`config.mk`:
```
export PLATFORM = sky130hd
export DESIGN_NAME = uart_rx_ctrl
export DESIGN_NICKNAME = d
export VERILOG_FILES = /design/src/rtl/uart_rx_ctrl.sv
export SDC_FILE = /design/constraint.sdc
export NUM_CORES = 1
export LEC_CHECK = 0
export BUFFER_PORTS_ARGS = -buffer_cell sky130_fd_sc_hd__buf_2
export CORE_ASPECT_RATIO = 1.75
export CORE_MARGIN = 2
export CORE_UTILIZATION = 30
export DETAILED_ROUTE_END_ITERATION = 16
export PLACE_DENSITY = 0.56
export SLEW_MARGIN = 10
export SYNTH_ARGS = -nofsm -noshare
export SYNTH_HDL_FRONTEND = slang
export SYNTH_SLANG_ARGS = --single-unit
```
`constraint.sdc`:
```
create_clock -name clk -period 7.9 [get_ports clk]
set_input_delay 1.185 -clock clk [delete_from_list [all_inputs] [get_ports clk]]
set_output_delay 1.185 -clock clk [all_outputs]
set_load 0.01 [all_outputs]
```
`src/rtl/uart_rx_ctrl.sv`:
```
// AXI4-Lite read master that drains the axi_uartlite RX FIFO into a local FWFT byte FIFO.
// Optional macro UART_RX_ERR_EN adds status-error pulses and a sticky bad-response flag.
module uart_rx_ctrl #(
    parameter int DEPTH    = 16,
    parameter int POLL_DIV = 16
) (
    input  logic        clk,
    input  logic        rst_n,
    output logic [7:0]  data,
    output logic        valid,
    input  logic        ready,
    output logic [3:0]  araddr,
    output logic        arvalid,
    input  logic        arready,
    input  logic [31:0] rdata,
    input  logic [1:0]  rresp,
    input  logic        rvalid,
    output logic        rready
`ifdef UART_RX_ERR_EN
    ,
    output logic        err_overrun,
    output logic        err_frame,
    output logic        err_parity,
    output logic        err_resp
`endif
);
    localparam int PTR_W  = $clog2(DEPTH);
    localparam int CNT_W  = PTR_W + 1;
    localparam int POLL_W = $clog2(POLL_DIV + 2);

    localparam logic [3:0] ADDR_RX   = 4'h0;
    localparam logic [3:0] ADDR_STAT = 4'h8;
    localparam logic [1:0] OKAY      = 2'b00;

    typedef enum logic [2:0] {IDLE, AR_STAT, R_STAT, AR_DATA, R_DATA, POLL} state_t;

    state_t            state, state_nxt;
    logic [POLL_W-1:0] poll_cnt, poll_cnt_nxt;

    logic [7:0]        mem [DEPTH];
    logic [PTR_W-1:0]  wr_ptr, rd_ptr, rd_ptr_nxt;
    logic [CNT_W-1:0]  count, count_nxt;
    logic [7:0]        head_nxt;
    logic              push, pop, room;
    logic              unused_rdata;

    assign unused_rdata = ^rdata[31:8];
    assign room = (count < CNT_W'(DEPTH));
    assign push = (state == R_DATA) && rvalid && (rresp == OKAY);
    assign pop  = valid && ready;

    always_comb begin
        state_nxt    = state;
        poll_cnt_nxt = poll_cnt;
        araddr       = 4'h0;
        arvalid      = 1'b0;
        rready       = 1'b0;
        case (state)
            IDLE: state_nxt = AR_STAT;
            AR_STAT: begin
                araddr  = ADDR_STAT;
                arvalid = 1'b1;
                if (arready) state_nxt = R_STAT;
            end
            R_STAT: begin
                rready = 1'b1;
                if (rvalid) begin
                    if ((rresp == OKAY) && rdata[0] && room) begin
                        state_nxt = AR_DATA;
                    end else if (POLL_DIV == 0) begin
                        state_nxt = AR_STAT;
                    end else begin
                        state_nxt    = POLL;
                        poll_cnt_nxt = POLL_W'(POLL_DIV);
                    end
                end
            end
            AR_DATA: begin
                araddr  = ADDR_RX;
                arvalid = 1'b1;
                if (arready) state_nxt = R_DATA;
            end
            // a data read always goes straight back to status so a burst drains without polling
            R_DATA: begin
                rready = 1'b1;
                if (rvalid) state_nxt = AR_STAT;
            end
            POLL: begin
                poll_cnt_nxt = poll_cnt - POLL_W'(1);
                if (poll_cnt <= POLL_W'(1)) state_nxt = AR_STAT;
            end
            default: state_nxt = IDLE;
        endcase
    end

    always_ff @(posedge clk or negedge rst_n) begin
        if (!rst_n) begin
            state    <= IDLE;
            poll_cnt <= '0;
        end else begin
            state    <= state_nxt;
            poll_cnt <= poll_cnt_nxt;
        end
    end

    // Next head: the pushed byte when it lands in an otherwise empty FIFO, else the stored entry.
    always_comb begin
        rd_ptr_nxt = rd_ptr + PTR_W'(pop);
        count_nxt  = count + CNT_W'(push) - CNT_W'(pop);
        head_nxt   = data;
        if (count_nxt != '0) begin
            if (push && (count == CNT_W'(pop))) head_nxt = rdata[7:0];
            else                                head_nxt = mem[rd_ptr_nxt];
        end
    end

    always_ff @(posedge clk) begin
        if (push) mem[wr_ptr] <= rdata[7:0];
    end

    always_ff @(posedge clk or negedge rst_n) begin
        if (!rst_n) begin
            wr_ptr <= '0;
            rd_ptr <= '0;
            count  <= '0;
            valid  <= 1'b0;
            data   <= 8'h00;
        end else begin
            wr_ptr <= wr_ptr + PTR_W'(push);
            rd_ptr <= rd_ptr_nxt;
            count  <= count_nxt;
            valid  <= (count_nxt != '0);
            data   <= head_nxt;
        end
    end

`ifdef UART_RX_ERR_EN
    logic stat_okay;
    assign stat_okay = (state == R_STAT) && rvalid && (rresp == OKAY);

    always_ff @(posedge clk or negedge rst_n) begin
        if (!rst_n) begin
            err_overrun <= 1'b0;
            err_frame   <= 1'b0;
            err_parity  <= 1'b0;
            err_resp    <= 1'b0;
        end else begin
            err_overrun <= stat_okay && rdata[5];
            err_frame   <= stat_okay && rdata[6];
            err_parity  <= stat_okay && rdata[7];
            if (rready && rvalid && (rresp != OKAY)) err_resp <= 1'b1;
        end
    end
`endif

endmodule

```
### After elaboration in Yosys (flattened, before gate mapping)

Memories as Yosys holds them, arrays and structs flattened.
Index checks and enable logic that the tools add are counted.

* register bits: 30
* bits in latches: 0
* RAM bits: 128
* ROM bits: 0
* input bits: 39
* output and inout port bits: 15
* logic and storage cells: 57
* memories: 1

Memory list
* mem: words 16, width 8, read ports 1, clocked after Yosys merged registers in 0, write ports 1, RTL line 40 `logic [7:0] mem [DEPTH];`

* add/sub/neg operators: 5
* multipliers: 0
* divide/modulo/power cells: 0
* $lt $le $gt $ge: 2
* equal/unequal tests: 12
* shift operators: 0
* mux-type cells: 16
* bitwise logic cells: 0
* reductions and logical operators: 14

Operator list (count)
* two-way mux 3 bit: 6
* one-hot mux 3 bit (6 select lines): 1
* inequality test 2 bit, second input constant: 6
* two-way mux 5 bit: 2
* one-hot mux 5 bit (2 select lines): 1
* adder 4 x 1 -> 4 bit: 2
* two-way mux 8 bit: 1
* == test 3 x 2 -> 1 bit, second input constant: 2
* == test 3 bit, second input constant: 2
* logical AND 1 bit: 6
* adder 5 x 1 -> 5 bit: 1
* == test 5 x 1 -> 1 bit: 1
* <= comparator 5 x 1 -> 1 bit, second input constant: 1
* less-than comparator 5 bit, second input constant: 1
* AND reduction 5 bit: 1
* nonzero test 5 bit: 1
* subtractor 5 x 1 -> 5 bit: 1
* subtractor 5 x 1 -> 5 bit, second input constant: 1
* two-way mux 1 bit: 4
* two-way mux 4 bit: 1
* OR reduction 2 bit: 2
* == test 3 x 1 -> 1 bit, second input constant: 1
* zero test 3 bit: 1
* AND reduction 3 bit: 1
* other kinds (2): 2

### Longest topological paths before layout

Gate-level depths: netlist of the first run.

* word-level depth: 6
* mapped depth: 14

### Worst setup path before layout of the first run

OpenSTA, ideal clock, no wires.

* kind: input-to-reg
* start: in rresp[1]
* end: reg data[0]
* arrival: 3.651 ns
* setup slack: 4.171 ns
* stages on the path: 14
* path through: nor2_1 > and3_1 > buf_4 > inv_1 > ha_1 > inv_1 > ha_1 > fa_1 > xor2_1 > or3_1 > buf_6 > or3_1 > buf_6 > a21oi_1

* cells in the longest elaborated chain, start to end: 5

RTL lines
* start: declaration: RTL line 16 `input logic [1:0] rresp,`
* zero test 2 bit: RTL line 49 `assign push = (state == R_DATA) && rvalid && (rresp == OKAY);`
* logical AND 1 bit: RTL line 49
* adder 5 x 1 -> 5 bit: RTL line 109 `count_nxt = count + CNT_W'(push) - CNT_W'(pop);`
* subtractor 5 x 1 -> 5 bit: RTL line 109
* named net count_nxt[2]: RTL line 42 `logic [CNT_W-1:0] count, count_nxt;`
* nonzero test 5 bit: RTL line 111 `if (count_nxt != '0) begin`
* end signal: assignment: RTL line 133 `data <= head_nxt;`
* end: declaration: RTL line 9 `output logic [7:0] data,`

The timed path passes the listed nets, and every way through them passes these cells.
A chain may end at the register's enable or synchronous reset.

### Worst setup path after layout of the first run

* start: in rresp[1]
* end: reg data[6]

The elaborated chain is that of the path after synthesis.

==> results.py, run 1 <==
metrics = {
    "clock_tree": {
        "cts_sinks": 158,
        "cts_resized": 0,
        "clock_latency_ns": 0.42,
        "clk_pin_slew_worst_paths_ns": 0.06,
        "cts_tree": "built",
        "postCtsSetupRepairBufs": 0,
        "cts_made_buffers": 17,
        "clk_path_buf_depth": 2,
        "cts-root-buf": "clkbuf_16",
        "holdBufCountCts": 0,
        "cts.htree.levels": 4,
    },
    "final_layout": {
        "diodes": 0,
        "drive_gt1_frac": 0.2383,
        "layout.nets": 448,
        "final_util": 0.3508,
        "area_growth_pct": 14.36,
    },
    "grt": {
        "antenna_found_initial": 0,
        "grt_pass1_vias": 3585,
        "gr-total-overflow": 0,
        "grt_pass1_wl_mm": 20.11,
        "grt_max_degree": 34,
        "grt_usage": 0.1184,
    },
    "worst_setup_path": {
        "critical_path.max_stage_delay_ns": 0.51,
        "required_ns": 8.24,
        "cp-start-kind": "primary input",
        "crit_path_top_delay_cell": "or3_1",
        "critical_path_class": "primary input to flop",
        "crit_arrival_ns": 4.22,
        "crit_path_end_kind": "flop",
        "path_cells": "buf_2, nor2_1, and3_1, inv_1, ha_1, inv_1, ha_1, fa_1, xor2_1, or3_1, or3_1, a21oi_1",
        "startpoint": "rresp[1]",
        "r2r-start": "state[2]",
        "crit_fanout": 9,
    },
    "synth": {
        "syn_inst": 365,
        "synth_commonest_cells": "edfxtp_1, mux2i_1, mux4_2, dfrtp_1, nor2_1",
        "yosysMostFrequentCell": "edfxtp_1",
        "synth_area_sq_um": 6621,
        "yosys_warnings": 0,
        "seq_area_frac_synth": 0.6939,
        "synth_area_leader_cell": "edfxtp_1",
        "synth_edf_count": 128,
        "syn_avg_cell_area_sq_um": 18.14,
        "synth-async-reset-ratio": 0.1899,
        "ys_top_cells_by_area": "edfxtp_1, dfrtp_1, mux4_2, mux2i_1, ha_1",
        "synthDistinctLibCells": 40,
        "ys_seq_elements": 158,
        "yosysTopAreaCellShare": 0.5805,
        "synth-main-ff-cell": "edfxtp_1",
    },
    "floorplanning": {
        "dieArea_sq_um": 23320,
        "initial_core_util": 0.3067,
        "io_pins": 54,
        "fp.dieH_um": 200.5,
        "rows": 71,
        "core_area_sq_um": 21590,
        "die_w_um": 116.3,
    },
    "sta": {
        "skew_ns": 0.008966,
        "layout_setup_ws_ns": 4.024,
        "max_freq_mhz": 258.0,
        "worst_pin_slew_ns": 1.066,
        "rsz0062_at_grt": "false",
        "hold_viol": 0,
        "finalSetupTns_ns": 0,
        "setup_viol": 0,
        "fin_crit_sh": 0.4906,
        "final.min_clock_period_ns": 3.876,
        "slew_viol_final": 0,
        "max_slew_margin": 0.2866,
    },
    "run_status": {
        "status": "finished, final reports clean",
    },
    "place": {
        "place_hpwl_mm": 8.861,
        "gp_congestion": 0.7019,
        "io_buffers": 26,
        "place_ws_ns": 3.621,
    },
    "power": {
        "peakVddDrop_v": 0.0001808,
        "p_leak_uw": 0.002697,
        "cellPowerDensity_nw_per_um2": 389.6,
    },
    "hold_path": {
        "hold_path.class": "flop to flop",
        "hp-start": "data[0]",
    },
    "detailed_routing": {
        "ant_nets": 0,
        "wl_per_cell_um": 18.53,
        "first_iter_violations": 201,
        "routed_wl_mm": 12.95,
        "drtPass1Iterations": 4,
        "drc_errors": 0,
        "viasPerCell": 4.554,
        "vias": 3183,
    },
    "job": {
        "maxCapViolCount": 0,
    },
}
## kinds of logic (layout without fill, tap and decap cells)
group / Yosys count / after routing / synth area share
DFF: 158 / 158 / 0.6939
and+or+nand+nor: 67 / 67 / 0.05272
muxes: 64 / 64 / 0.1572
buffers and inverters: 27 / 67 / 0.02646
AOI/OAI and AO/OA: 23 / 23 / 0.01965
adders and majority gates: 13 / 13 / 0.02570
xor gates and xnor gates: 12 / 12 / 0.02381
other: 1 / 3 / 0.0005663
## worst max-delay path, delay by kind of cell
kind / cells / cell delay (ns)
compound gates: 1 / 0.19
simple gates: 4 / 1.43
fa+ha+maj: 3 / 0.92
xor+xnor: 1 / 0.20
buf+inv: 3 / 0.27
## per-stage QoR
step                power (uW)  cell area (sq um)  cells  hold slack [ns]
floorplan                 1977               6629    367           0.4720
global placement          2177               7014    669           0.5107
detailed placement        2206               7014    669           0.5206
CTS                       2995               7572    699           0.5376
global route              3130               7572    699           0.5683
finish                    2950               7572    699           0.5398
## path summary, 6_finish.rpt
check	end	slack, ns	cells after the start
worst max-delay path	data[6]	4.02	12
worst min-delay path	data[0]	0.54	2
worst max register to register	data[6]	4.27	11
worst min register to register	data[0]	0.54	2
max in group asynchronous	poll_cnt[3]	6.63	1
min in group asynchronous	count[1]	0.81	1
## metal layers
layer  global-route usage  vias to the layer above  share of wire
li1                     -                     1469              -
met1               0.1175                     1652           0.37
met2               0.2267                       47           0.59
met3              0.02778                       15          0.023
met4              0.04847                        0          0.018
met5                    0                        -              0
## area by class of cell
type / instances / area [sq um]
clock inverter: 11 / 125.1
sequential: 158 / 4594
clock buffer: 19 / 432.9
fill: 2025 / 14010
inverter: 10 / 37.54
timing repair buffer: 27 / 137.6
multi-input combinational: 182 / 1879
tap: 292 / 365.4
## placed cells by master (no fill, tap or decap), types with 3 or more instances in the layout
cell type / synthesis / routed
dfrtp_1: 30 / 30
buf_2: 4 / 26
clkinv_1: 0 / 4
edfxtp_1: 128 / 128
a21oi_1: 15 / 15
clkinv_2: 0 / 4
xor2_1: 5 / 5
o21ai_0: 4 / 4
or3_1: 3 / 3
mux4_2: 32 / 32
nand3_1: 7 / 7
ha_1: 12 / 10
nand2b_1: 4 / 4
mux2i_1: 32 / 32
xnor2_1: 3 / 3
clkbuf_16: 0 / 17
conb_1: 1 / 3
bufinv_16: 0 / 3
nor2_1: 21 / 21
nor4_1: 9 / 9
nor2b_1: 4 / 4
inv_1: 10 / 10
nand2_1: 7 / 7
nor3_2: 1 / 4
## state kept, by name (all words and copies together) (netlist names)
name / flops
valid: 1
rd_ptr: 4
mem: 128
data: 8
poll_cnt: 5
state: 3
wr_ptr: 4
count: 5
## power by group
part | internal (uW) | switching, uW
Combinational | 526 | 588
Sequential | 983 | 65.8
Clock | 486 | 301
Note: power is estimated with default switching activity, not from simulation.
==> run 2, diff against run 1 <==
==> constraint.sdc (replaced) <==
create_clock -name clk -period 3.8 [get_ports clk]
set_input_delay 0.57 -clock clk [delete_from_list [all_inputs] [get_ports clk]]
set_output_delay 0.57 -clock clk [all_outputs]
set_load 0.01 [all_outputs]
==> run 2 against run 1 <==
Against the previous run:
- clock-buffer cell count down 2
- power increased by 120%
- first-iteration DRC count is 3.5% lower
- via count is 3.2% higher
- wire length grew 1.4%
- non-clock buffer count is 16 higher
- register-to-register slack got worse by 3.9 ns
- combinational power up 120%
- die area is the same
- critical path type is now flop to flop
==> results.py, run 2 (synthesis results as in run 1) <==
metrics = {
    "run_status": {
        "status": "finished, final reports clean",
    },
    "final_layout": {
        "mostFrequentLayoutCell": "edfxtp_1",
        "layout.nets": 464,
        "area_growth_pct": 16.87,
        "top_register": "mem",
        "mostFrequentLayoutCells": "edfxtp_1, mux4_2, mux2i_1",
        "diodes": 0,
        "top_regs": "mem: 128 flops, data: 8 flops",
        "largest_reg_flops": 128,
        "drive_gt1_frac": 0.2753,
    },
    "clock_tree": {
        "cts_sinks": 158,
        "clk_path_buf_depth": 2,
        "clock_latency_ns": 0.42,
        "cts_resized": 0,
        "cts.htree.levels": 4,
        "postCtsSetupRepairBufs": 0,
        "cts_made_buffers": 17,
        "cts_tree": "built",
        "holdBufCountCts": 0,
        "clk_pin_slew_worst_paths_ns": 0.07,
        "cts-root-buf": "clkbuf_16",
    },
    "place": {
        "gp_congestion": 0.7277,
        "io_buffers": 26,
        "place_hpwl_mm": 9.074,
        "place_ws_ns": 0.2565,
    },
    "grt": {
        "grt_pass1_vias": 3650,
        "grt_usage": 0.1190,
        "grt_pass1_wl_mm": 20.18,
        "antenna_found_initial": 0,
        "grt_max_degree": 34,
        "gr-total-overflow": 0,
    },
    "worst_setup_path": {
        "crit_path_top_delay_cell": "or3_1",
        "crit_buf_inv": 2,
        "path_cells": "nor2b_2, and3_1, inv_1, ha_1, inv_1, ha_1, fa_1, xor2_1, or3_1, or3_1, a21oi_1",
        "cp-start-kind": "flop",
        "crit_fanout": 9,
        "required_ns": 4.14,
        "crit_family": "simple AND/OR/NAND/NOR gates",
        "crit_path_end_kind": "flop",
        "crit_arrival_ns": 3.81,
        "critical_path.max_stage_delay_ns": 0.48,
        "critical_path_class": "flop to flop",
    },
    "sta": {
        "max_slew_margin": 0.3907,
        "rsz0062_at_grt": "false",
        "max_freq_mhz": 288.3,
        "setup_viol": 0,
        "skew_ns": 0.006823,
        "fin_crit_sh": 0.9128,
        "hold_viol": 0,
        "layout_setup_ws_ns": 0.3313,
        "worst_pin_slew_ns": 0.9107,
        "slew_viol_final": 0,
        "final.min_clock_period_ns": 3.469,
        "finalSetupTns_ns": 0,
    },
    "detailed_routing": {
        "ant_nets": 0,
        "first_iter_violations": 194,
        "vias": 3284,
        "viasPerCell": 4.580,
        "drc_errors": 0,
        "drtPass1Iterations": 4,
        "routed_wl_mm": 13.13,
        "wl_per_cell_um": 18.31,
    },
    "floorplanning": {
        "die_w_um": 116.3,
        "rows": 71,
        "fp.dieH_um": 200.5,
        "dieArea_sq_um": 23320,
        "initial_core_util": 0.3067,
        "core_area_sq_um": 21590,
        "io_pins": 54,
    },
    "power": {
        "p_leak_uw": 0.002790,
        "cellPowerDensity_nw_per_um2": 820.1,
        "peakVddDrop_v": 0.0003315,
    },
    "job": {
        "maxCapViolCount": 0,
    },
    "hold_path": {
        "hold_path.class": "primary input to asynchronous set/reset pin",
    },
}
[run 2: final timing paths]
kind | slack [ns] | depth (start not counted) | end | from
worst min-delay path | 0.19 | 1 | count[1] | rst_n
max in group asynchronous | 3.15 | 1 | poll_cnt[0] | rst_n
worst max register to register | 0.33 | 11 | data[2] | state[2]
min in group clk | 0.51 | 3 | state[0] | rvalid
worst min register to register | 0.53 | 1 | state[1] | state[2]
worst max-delay path | 0.33 | 11 | data[2] | state[2]
[run 2: worst register-to-register path, cell delays in order (launching register included)]
cell and delay, ns:
dfrtp_1 0.43, nor2b_2 0.29, and3_1 0.38, inv_1 0.14
ha_1 0.30, inv_1 0.04, ha_1 0.20, fa_1 0.41
xor2_1 0.19, or3_1 0.35, or3_1 0.48, a21oi_1 0.20
[run 2: metrics by stage]
stage          utilization  std cells  hold slack (ns)  total power, uW  area [sq um]
3_5_place_dp        0.3303        685           0.5221             4691          7129
6_report            0.3585        717           0.1928             6346          7739
2_1_floorplan            -        367           0.2744             4111          6629
3_3_place_gp        0.3303        685           0.5096             4602          7129
4_1_cts             0.3585        717           0.1990             6444          7739
5_1_grt             0.3585        717           0.2326             6711          7739
[run 2: metal layers]
| metal | wire, um | GRT usage | up-vias |
|---|---|---|---|
| met5 | 0 | 0 | - |
| met3 | 361 | 0.02929 | 8 |
| met1 | 4787 | 0.1129 | 1703 |
| li1 | - | - | 1510 |
| met2 | 7784 | 0.2336 | 63 |
| met4 | 197 | 0.04634 | 0 |
[run 2: area by class of cell]
class	count	area [sq um]
fillers	2019	13850
flip-flops and latches	158	4594
multi-input cells	182	1862
clock buffers	17	425.4
well taps	292	365.4
repair buffers	43	270.3
clock inverters	15	183.9
inverters	10	37.54
[run 2: power breakdown]
part	total (uW)	internal, uW	switching (uW)	leakage [uW]
combinational	2430	1160	1270	0.000988
clock	1740	1040	694	0.000292
sequential	2180	2040	139	0.00151
